### src/rtl/dmem_seq_if.sv
// dmem_seq_if: command and memory-tile bus for the data-memory address sequencer.
//
// Signals:
//   cmd_valid/cmd_ready   command handshake (accept when both are high on a rising clk edge)
//   cmd_op                00 NOP, 01 LOAD, 10 STORE, 11 STREAM
//   cmd_port              LOAD/STORE route: 0 vertical, 1 horizontal
//   cmd_raddr/cmd_waddr   read/write start addresses
//   cmd_len               word count N (AddrDMEM+1 bits, so a full sweep fits)
//   stall                 freeze the current access this cycle
//   r_addr/w_addr         memory read/write addresses
//   we_ram                memory write enable
//   sel_ram_i/sel_ram_o   write/read data routes: 00 none, 10 vertical, 11 horizontal
//   busy/done             sequencer status; done is a one-cycle completion pulse
//
// Modports: master = command issuer / memory tile side, slave = sequencer.
interface dmem_seq_if #(
  parameter int unsigned AddrDMEM = 8,
  parameter int unsigned LenW     = AddrDMEM + 1
);
  logic                cmd_valid;
  logic                cmd_ready;
  logic [1:0]          cmd_op;
  logic                cmd_port;
  logic [AddrDMEM-1:0] cmd_raddr;
  logic [AddrDMEM-1:0] cmd_waddr;
  logic [LenW-1:0]     cmd_len;
  logic                stall;
  logic [AddrDMEM-1:0] r_addr;
  logic [AddrDMEM-1:0] w_addr;
  logic                we_ram;
  logic [1:0]          sel_ram_i;
  logic [1:0]          sel_ram_o;
  logic                busy;
  logic                done;

  modport master (
    output cmd_valid, cmd_op, cmd_port, cmd_raddr, cmd_waddr, cmd_len, stall,
    input  cmd_ready, r_addr, w_addr, we_ram, sel_ram_i, sel_ram_o, busy, done
  );

  modport slave (
    input  cmd_valid, cmd_op, cmd_port, cmd_raddr, cmd_waddr, cmd_len, stall,
    output cmd_ready, r_addr, w_addr, we_ram, sel_ram_i, sel_ram_o, busy, done
  );
endinterface

### src/rtl/dmem_seq.sv
// dmem_seq: command-driven address sequencer for the data memory tile.
//
// Accepts one block-transfer command at a time (LOAD, STORE, STREAM or NOP), then streams
// N consecutive addresses with wrap-around, pausing while stall is high, and pulses done
// for one cycle on completion.
//
// Ports:
//   clk   rising-edge clock
//   rst   asynchronous active-low reset
//   bus   dmem_seq_if slave modport (command handshake, stall, memory addresses/controls)
//
// All outputs decode from registered state except we_ram, which also gates on stall so a
// stalled cycle never commits a write.
module dmem_seq #(
  parameter int unsigned AddrDMEM = 8,
  parameter int unsigned LenW     = AddrDMEM + 1
) (
  input logic       clk,
  input logic       rst,
  dmem_seq_if.slave bus
);

  typedef enum logic [1:0] {
    OpNop    = 2'b00,
    OpLoad   = 2'b01,
    OpStore  = 2'b10,
    OpStream = 2'b11
  } op_e;

  typedef enum logic [1:0] {
    StIdle = 2'b00,
    StRun  = 2'b01,
    StDone = 2'b10
  } state_e;

  state_e              state_q;
  op_e                 op_q;
  logic                port_q;
  logic [AddrDMEM-1:0] raddr_q;
  logic [AddrDMEM-1:0] waddr_q;
  logic [LenW-1:0]     remaining_q;

  op_e  cmd_op;
  logic cmd_starts_run;
  logic r_active;
  logic w_active;

  assign cmd_op = op_e'(bus.cmd_op);
  // Zero-length and NOP commands skip RUN entirely and go straight to the done pulse.
  assign cmd_starts_run = (cmd_op != OpNop) && (bus.cmd_len != '0);

  // Which counters the latched op uses; only these advance.
  assign r_active = (op_q == OpStore) || (op_q == OpStream);
  assign w_active = (op_q == OpLoad) || (op_q == OpStream);

  // State, command fields and address counters.
  always_ff @(posedge clk or negedge rst) begin
    if (!rst) begin
      state_q     <= StIdle;
      op_q        <= OpNop;
      port_q      <= 1'b0;
      raddr_q     <= '0;
      waddr_q     <= '0;
      remaining_q <= '0;
    end else begin
      unique case (state_q)
        StIdle: begin
          if (bus.cmd_valid) begin
            op_q        <= cmd_op;
            port_q      <= bus.cmd_port;
            remaining_q <= bus.cmd_len;
            if (cmd_starts_run) begin
              // Counters load only when an access will happen, so addresses hold otherwise.
              raddr_q <= bus.cmd_raddr;
              waddr_q <= bus.cmd_waddr;
              state_q <= StRun;
            end else begin
              state_q <= StDone;
            end
          end
        end
        StRun: begin
          if (!bus.stall) begin
            // Counters wrap naturally at 2**AddrDMEM.
            if (r_active) raddr_q <= raddr_q + AddrDMEM'(1);
            if (w_active) waddr_q <= waddr_q + AddrDMEM'(1);
            remaining_q <= remaining_q - LenW'(1);
            if (remaining_q == LenW'(1)) state_q <= StDone;
          end
        end
        StDone: begin
          state_q <= StIdle;
        end
        default: begin
          state_q <= StIdle;
        end
      endcase
    end
  end

  logic run;
  assign run = (state_q == StRun);

  // Output decode.
  always_comb begin
    bus.sel_ram_i = 2'b00;
    bus.sel_ram_o = 2'b00;
    if (run) begin
      unique case (op_q)
        OpLoad:   bus.sel_ram_i = {1'b1, port_q};
        OpStore:  bus.sel_ram_o = {1'b1, port_q};
        OpStream: begin
          bus.sel_ram_i = 2'b10;
          bus.sel_ram_o = 2'b11;
        end
        default: begin
          bus.sel_ram_i = 2'b00;
          bus.sel_ram_o = 2'b00;
        end
      endcase
    end
  end

  assign bus.we_ram    = run && w_active && !bus.stall;
  assign bus.r_addr    = raddr_q;
  assign bus.w_addr    = waddr_q;
  assign bus.cmd_ready = (state_q == StIdle);
  assign bus.busy      = (state_q == StRun) || (state_q == StDone);
  assign bus.done      = (state_q == StDone);

endmodule

### src/flat_wrapper.sv
// flat-port wrapper written by rule: the top's interface ports become plain ports
module dmem_seq_flat 
#(
  parameter int unsigned AddrDMEM = 8,
  parameter int unsigned LenW     = AddrDMEM + 1
)
  (clk, rst, bus_cmd_valid, bus_cmd_op, bus_cmd_port, bus_cmd_raddr, bus_cmd_waddr, bus_cmd_len, bus_stall, bus_cmd_ready, bus_r_addr, bus_w_addr, bus_we_ram, bus_sel_ram_i, bus_sel_ram_o, bus_busy, bus_done);
  dmem_seq_if #(.AddrDMEM(AddrDMEM), .LenW(LenW)) bus_i ();
  input logic clk;
  input logic rst;
  input wire logic [$bits(bus_i.cmd_valid)-1:0] bus_cmd_valid;
  input wire logic [$bits(bus_i.cmd_op)-1:0] bus_cmd_op;
  input wire logic [$bits(bus_i.cmd_port)-1:0] bus_cmd_port;
  input wire logic [$bits(bus_i.cmd_raddr)-1:0] bus_cmd_raddr;
  input wire logic [$bits(bus_i.cmd_waddr)-1:0] bus_cmd_waddr;
  input wire logic [$bits(bus_i.cmd_len)-1:0] bus_cmd_len;
  input wire logic [$bits(bus_i.stall)-1:0] bus_stall;
  output wire logic [$bits(bus_i.cmd_ready)-1:0] bus_cmd_ready;
  output wire logic [$bits(bus_i.r_addr)-1:0] bus_r_addr;
  output wire logic [$bits(bus_i.w_addr)-1:0] bus_w_addr;
  output wire logic [$bits(bus_i.we_ram)-1:0] bus_we_ram;
  output wire logic [$bits(bus_i.sel_ram_i)-1:0] bus_sel_ram_i;
  output wire logic [$bits(bus_i.sel_ram_o)-1:0] bus_sel_ram_o;
  output wire logic [$bits(bus_i.busy)-1:0] bus_busy;
  output wire logic [$bits(bus_i.done)-1:0] bus_done;
  assign bus_i.cmd_valid = bus_cmd_valid;
  assign bus_i.cmd_op = bus_cmd_op;
  assign bus_i.cmd_port = bus_cmd_port;
  assign bus_i.cmd_raddr = bus_cmd_raddr;
  assign bus_i.cmd_waddr = bus_cmd_waddr;
  assign bus_i.cmd_len = bus_cmd_len;
  assign bus_i.stall = bus_stall;
  assign bus_cmd_ready = bus_i.cmd_ready;
  assign bus_r_addr = bus_i.r_addr;
  assign bus_w_addr = bus_i.w_addr;
  assign bus_we_ram = bus_i.we_ram;
  assign bus_sel_ram_i = bus_i.sel_ram_i;
  assign bus_sel_ram_o = bus_i.sel_ram_o;
  assign bus_busy = bus_i.busy;
  assign bus_done = bus_i.done;
  dmem_seq #(.AddrDMEM(AddrDMEM), .LenW(LenW)) u_core (.clk(clk), .rst(rst), .bus(bus_i));
endmodule
### config.mk
export PLATFORM = sky130hd
export DESIGN_NAME = dmem_seq_flat
export DESIGN_NICKNAME = d
export VERILOG_FILES = /design/src/rtl/dmem_seq_if.sv /design/src/rtl/dmem_seq.sv /design/src/flat_wrapper.sv
export SDC_FILE = /design/constraint.sdc
export NUM_CORES = 1
export LEC_CHECK = 0
export BUFFER_PORTS_ARGS = -buffer_cell sky130_fd_sc_hd__buf_2
export CAP_MARGIN = 20
export CORE_UTILIZATION = 41
export CTS_BUF_LIST = sky130_fd_sc_hd__clkbuf_8
export DETAILED_ROUTE_END_ITERATION = 12
export GPL_TIMING_DRIVEN = 1
export PLACE_DENSITY_LB_ADDON = 0.2
export SLEW_MARGIN = 0
export SYNTH_ARGS = -nofsm -noshare
export SYNTH_HDL_FRONTEND = slang
export SYNTH_SLANG_ARGS = --single-unit
### constraint.sdc
create_clock -name clk -period 2.55 [get_ports clk]
set_input_delay 0.51 -clock clk [delete_from_list [all_inputs] [get_ports clk]]
set_output_delay 0.51 -clock clk [all_outputs]
set_load 0.03 [all_outputs]
Word level (Yosys, flattened, before mapping)
Index checks and enable logic that the tools add are counted.
W data, S select, Z words.
{ "word_totals": {"wordCells": 59, "input_bits": 32, "output_inout_bits": 24, "register_bits": 30} }
{ "op_classes": {"muxes": 22, "eq_ne": 12, "n_addsub": 3, "reduce_logical": 16} }
{ "ops": {"columns": ["operator", "n"], "rows": [
  ["$mux W8", 8],
  ["$pmux W8 S2", 2],
  ["$mux W9", 2],
  ["$pmux W9 S2", 1],
  ["$add A8 B1 Y8 const B", 2],
  ["$mux W2", 6],
  ["$pmux W2 S2", 3],
  ["$reduce_and A5 Y1", 2],
  ["$eq A9 B1 Y1 const B", 1],
  ["$reduce_bool A9 Y1", 1],
  ["$sub A9 B1 Y9 const B", 1],
  ["$eq A2 B2 Y1 const B", 3],
  ["$ne A2 B1 Y1 const B", 3],
  ["$ne A2 B2 Y1 const B", 3],
  ["$reduce_and A3 Y1", 2],
  ["$eq A2 B1 Y1 const B", 2],
  ["$reduce_bool A2 Y1", 2],
  ["$logic_and A1 B1 Y1", 3],
  ["$logic_or A1 B1 Y1", 3],
  ["$logic_not A2 Y1", 1],
  ["$reduce_and A2 Y1", 1],
  ["$logic_not A1 Y1", 1]
]} }

Logic depth before layout (Yosys ltp)
{ "depth": {"depth_word": 5, "depth_mapped": 9, "mapped_depth_nobuf": 7} }

Worst setup path after synthesis
No wires, ideal clock.
{ "synth_timing": {"path_kind": "flip-flop to output port", "start": "reg u_core.state_q[1]", "end": "out bus_sel_ram_i[0]", "arrival_ps": 1773, "stages_incl_launch_ff": 6, "setup_slack_ps": 267, "n_path_buf": 1, "required_time_ps": 2040, "path_cell_list": "dfrtp_1 -> inv_1 -> ha_1 -> clkbuf_1 -> nand2_1 -> nor3b_1"} }
{ "synth_between": {"elab_chain_len": 2} }
{ "synth_rtl": {"columns": ["element", "line_no", "text"], "rows": [
  ["start, declared", "dmem_seq.sv:36", "state_e state_q;"],
  ["start signal, assigned", "dmem_seq.sv:59", "state_q <= StIdle;"],
  ["start signal, assigned", "dmem_seq.sv:76", "state_q <= StRun;"],
  ["start signal, assigned", "dmem_seq.sv:78", "state_q <= StDone;"],
  ["$eq A2 B1 Y1", "dmem_seq.sv:102", "assign run = (state_q == StRun);"],
  ["$mux W2", "dmem_seq.sv:108", "if (run) begin"],
  ["end, declared", "flat_wrapper.sv:22", "output wire logic [$bits(bus_i.sel_ram_i)-1:0] bus_sel_ram_i;"]
]} }
No other way between the ends.

Worst setup path in the final report
Same ends and word-level chain as after synthesis.

==> impl_metrics.json <==
{
  "syn_area_per_cell_um2": 8.60,
  "cts_made_buffers": 5,
  "max_stage_delay_ns": 0.38,
  "rows": 24,
  "dp_hpwl_um": 3530,
  "grt_max_degree": 31,
  "ys.warnings.count": 0,
  "cp-start-kind": "flop",
  "max_slew.worst_pin.slew_ns": 0.691,
  "gp_congestion": 0.797,
  "cts_resized": 0,
  "post-cts-setup-buffers": 0,
  "setup_viol": 0,
  "timing.rr.start": "u_core.state_q[0]",
  "viasPerCell": 5.66,
  "synthFlopType": "dfrtp_1",
  "area_delta_synth_final_pct": 20.6,
  "core-area_um2": 4440,
  "clk_latency_ns": 0.29,
  "crit_path_top_delay_cell": "ha_1",
  "h-tree-depth": 2,
  "r2r_end": "u_core.bus.w_addr[2]",
  "path_buf_inv": 2,
  "synth_fp_nets": 263,
  "io_buffers": 55,
  "root_buffer": "clkbuf_8",
  "n_antenna_cell": 0,
  "grt_pass1_vias": 1721,
  "relSlewSlack": 0.539,
  "fin_skew_ns": 0.0112,
  "crit_required_ns": 2.04,
  "yosysTopAreaCellShare": 0.390,
  "cp_top_family": "simple AND/OR/NAND/NOR gates",
  "rrSetupSlack_ns": 0.48,
  "async_reset_ff_frac": 1.00,
  "status": "finished, violations left",
  "grt_usage": 0.212,
  "rsz0062_at_grt": "false",
  "synth.most_common_cell": "dfrtp_1",
  "drv_slew": 0,
  "path_class": "reg -> out",
  "drtPass1Iterations": 8,
  "clockBufferDepth": 2,
  "drt_iter0_drc": 124,
  "worst-path-max-fanout": 11,
  "layout_min_cycle_time_ns": 2.32,
  "cap_viol_max_count": 0,
  "synth_edf_count": 0,
  "ys_ff_latch": 30,
  "synthTopCellsByCount": "30 x dfrtp_1, 19 x o22ai_1, 18 x a21oi_1, 18 x nor2_1, 17 x nand2_1",
  "startpoint": "u_core.state_q[1]",
  "hold_violations": 0,
  "die_area_um2": 4980,
  "wl_um": 4920,
  "powerDensity_nw_per_um2": 1420,
  "num_io_pins": 56,
  "hold_buffers": 0,
  "violations": "design-rule violations",
  "start_util": 0.434,
  "endpoint_kind": "primary output",
  "synth_cell_types": 40,
  "post_drt_wl_per_cell_um": 14.9,
  "vias": 1874,
  "max_freq_mhz": 431,
  "setup_tns_ns": 0,
  "final_area_um2": 2320,
  "fin_crit_sh": 0.909,
  "antenna_found_initial": 0,
  "syn_area_um2": 1930,
  "grt_first_pass_wirelength_um": 8170,
  "arrival_ns": 1.81,
  "cts_tree": "done",
  "clk_pin_slew_ns": 0.07,
  "hold_path.class": "in -> async",
  "clock_sinks": 30,
  "nets": 317,
  "yosysTopAreaCell": "dfrtp_1",
  "die_h_um": 70.6,
  "drc_errors": 8,
  "dpl_cell_area_um2": 2230,
  "reg2reg_depth": 7,
  "synth_cells": 224,
  "fillers": 443,
  "ir_worst_vdd_mv": 0.627,
  "yosys-top-cells-area": "dfrtp_1 39%, o22ai_1 6.2%, a21oi_1 4.7%",
  "drive_above_1_share": 0.272,
  "path_cells": "inv_1 -> ha_1 -> nand2_1 -> nor3b_1 -> buf_2",
  "grt-ovfl-total": 0,
  "die_width_um": 70.6,
  "power.leakage_uw": 0.00103,
  "yosysSeqAreaShare": 0.390,
  "final_antenna_net_count": 0
}
[cells by family after synthesis]
logic type,share of synthesized area
AO/OA/AOI/OAI,0.205
adder cells (fa/ha/maj),0.0455
buffers and inverters,0.0474
flip-flops,0.390
multiplexers,0.0487
AND/OR/NAND/NOR,0.264
[registers in the layout, indices dropped and copies added, names as in the netlist]
| name | count |
|---|---|
| u_core.state_q | 2 |
| u_core.bus.r_addr | 8 |
| u_core.bus.w_addr | 8 |
| u_core.remaining_q | 9 |
| u_core.port_q | 1 |
| u_core.op_q | 2 |
[metal layers]
metal | vias to the layer above | wire length [µm] | GRT usage
li1 | 947 | - | -
met1 | 868 | 2430 | 0.282
met2 | 57 | 2190 | 0.338
met3 | 2 | 284 | 0.0627
met4 | 0 | 25 | 0.0600
met5 | - | 0 | 0
[worst register-to-register path, stage by stage (launching register included)]
cell	delay, ns
dfrtp_1	0.38
inv_1	0.10
ha_1	0.33
nand2_2	0.14
or2_0	0.40
or2_4	0.38
o22ai_1	0.17
a21oi_1	0.06
[per-stage QoR]
| stage | utilization | power, µW | cells | hold slack (ns) | setup WS [ns] |
|---|---|---|---|---|---|
| after detailed placement | 0.502 | 2890 | 323 | 0.521 | 0.385 |
| after global routing | 0.523 | 3570 | 331 | 0.314 | 0.0457 |
| final | 0.523 | 3290 | 331 | 0.262 | 0.232 |
| after global placement | 0.502 | 2860 | 323 | 0.518 | 0.470 |
| after CTS | 0.523 | 3300 | 331 | 0.288 | 0.191 |
| after floorplan | - | 2430 | 224 | 0.214 | 0.267 |
[how the worst max path moves through the flow]
stage | slack [ns] | cells past startpoint | endpoint
final | 0.23 | 5 | bus_sel_ram_i[0]
after global routing | 0.05 | 5 | bus_sel_ram_i[0]
after CTS | 0.19 | 5 | bus_sel_ram_i[0]
after detailed placement | 0.38 | 6 | u_core.bus.r_addr[4]
after global placement | 0.47 | 6 | u_core.bus.w_addr[4]
after floorplan | 0.27 | 5 | bus_sel_ram_i[0]
[final cells by class]
class / count / area (µm²) / area share
clock buffer: 6 / 82.6 / 0.0355
timing repair buffer: 59 / 305 / 0.131
multi-input combinational: 175 / 1080 / 0.467
tap: 52 / 65.1 / 0.0280
inverter: 7 / 26.3 / 0.0113
clock inverter: 2 / 8.76 / 0.00377
sequential: 30 / 751 / 0.323
[layout by cell type, fill, tap and decap left out, types with 3 or more instances in the layout]
master,count
dfrtp_1,30
mux2i_1,6
o22ai_1,19
ha_1,7
a21oi_1,18
buf_2,55
mux2_2,3
inv_1,8
nand2_1,17
nand3_1,16
nand4_1,10
nor3_1,9
nor2_1,18
o21ai_0,10
buf_4,4
nand2b_1,5
nor3b_1,7
clkbuf_8,6
[power by group]
| group | leakage, µW | internal (µW) | switching [µW] | total [µW] |
|---|---|---|---|---|
| registers | 0.000332 | 712 | 318 | 1030 |
| clock network | 0.0000524 | 214 | 190 | 404 |
| logic | 0.000641 | 692 | 1160 | 1860 |
| total | 0.00103 | 1620 | 1670 | 3290 |
Power figures use the tool's default switching activity.
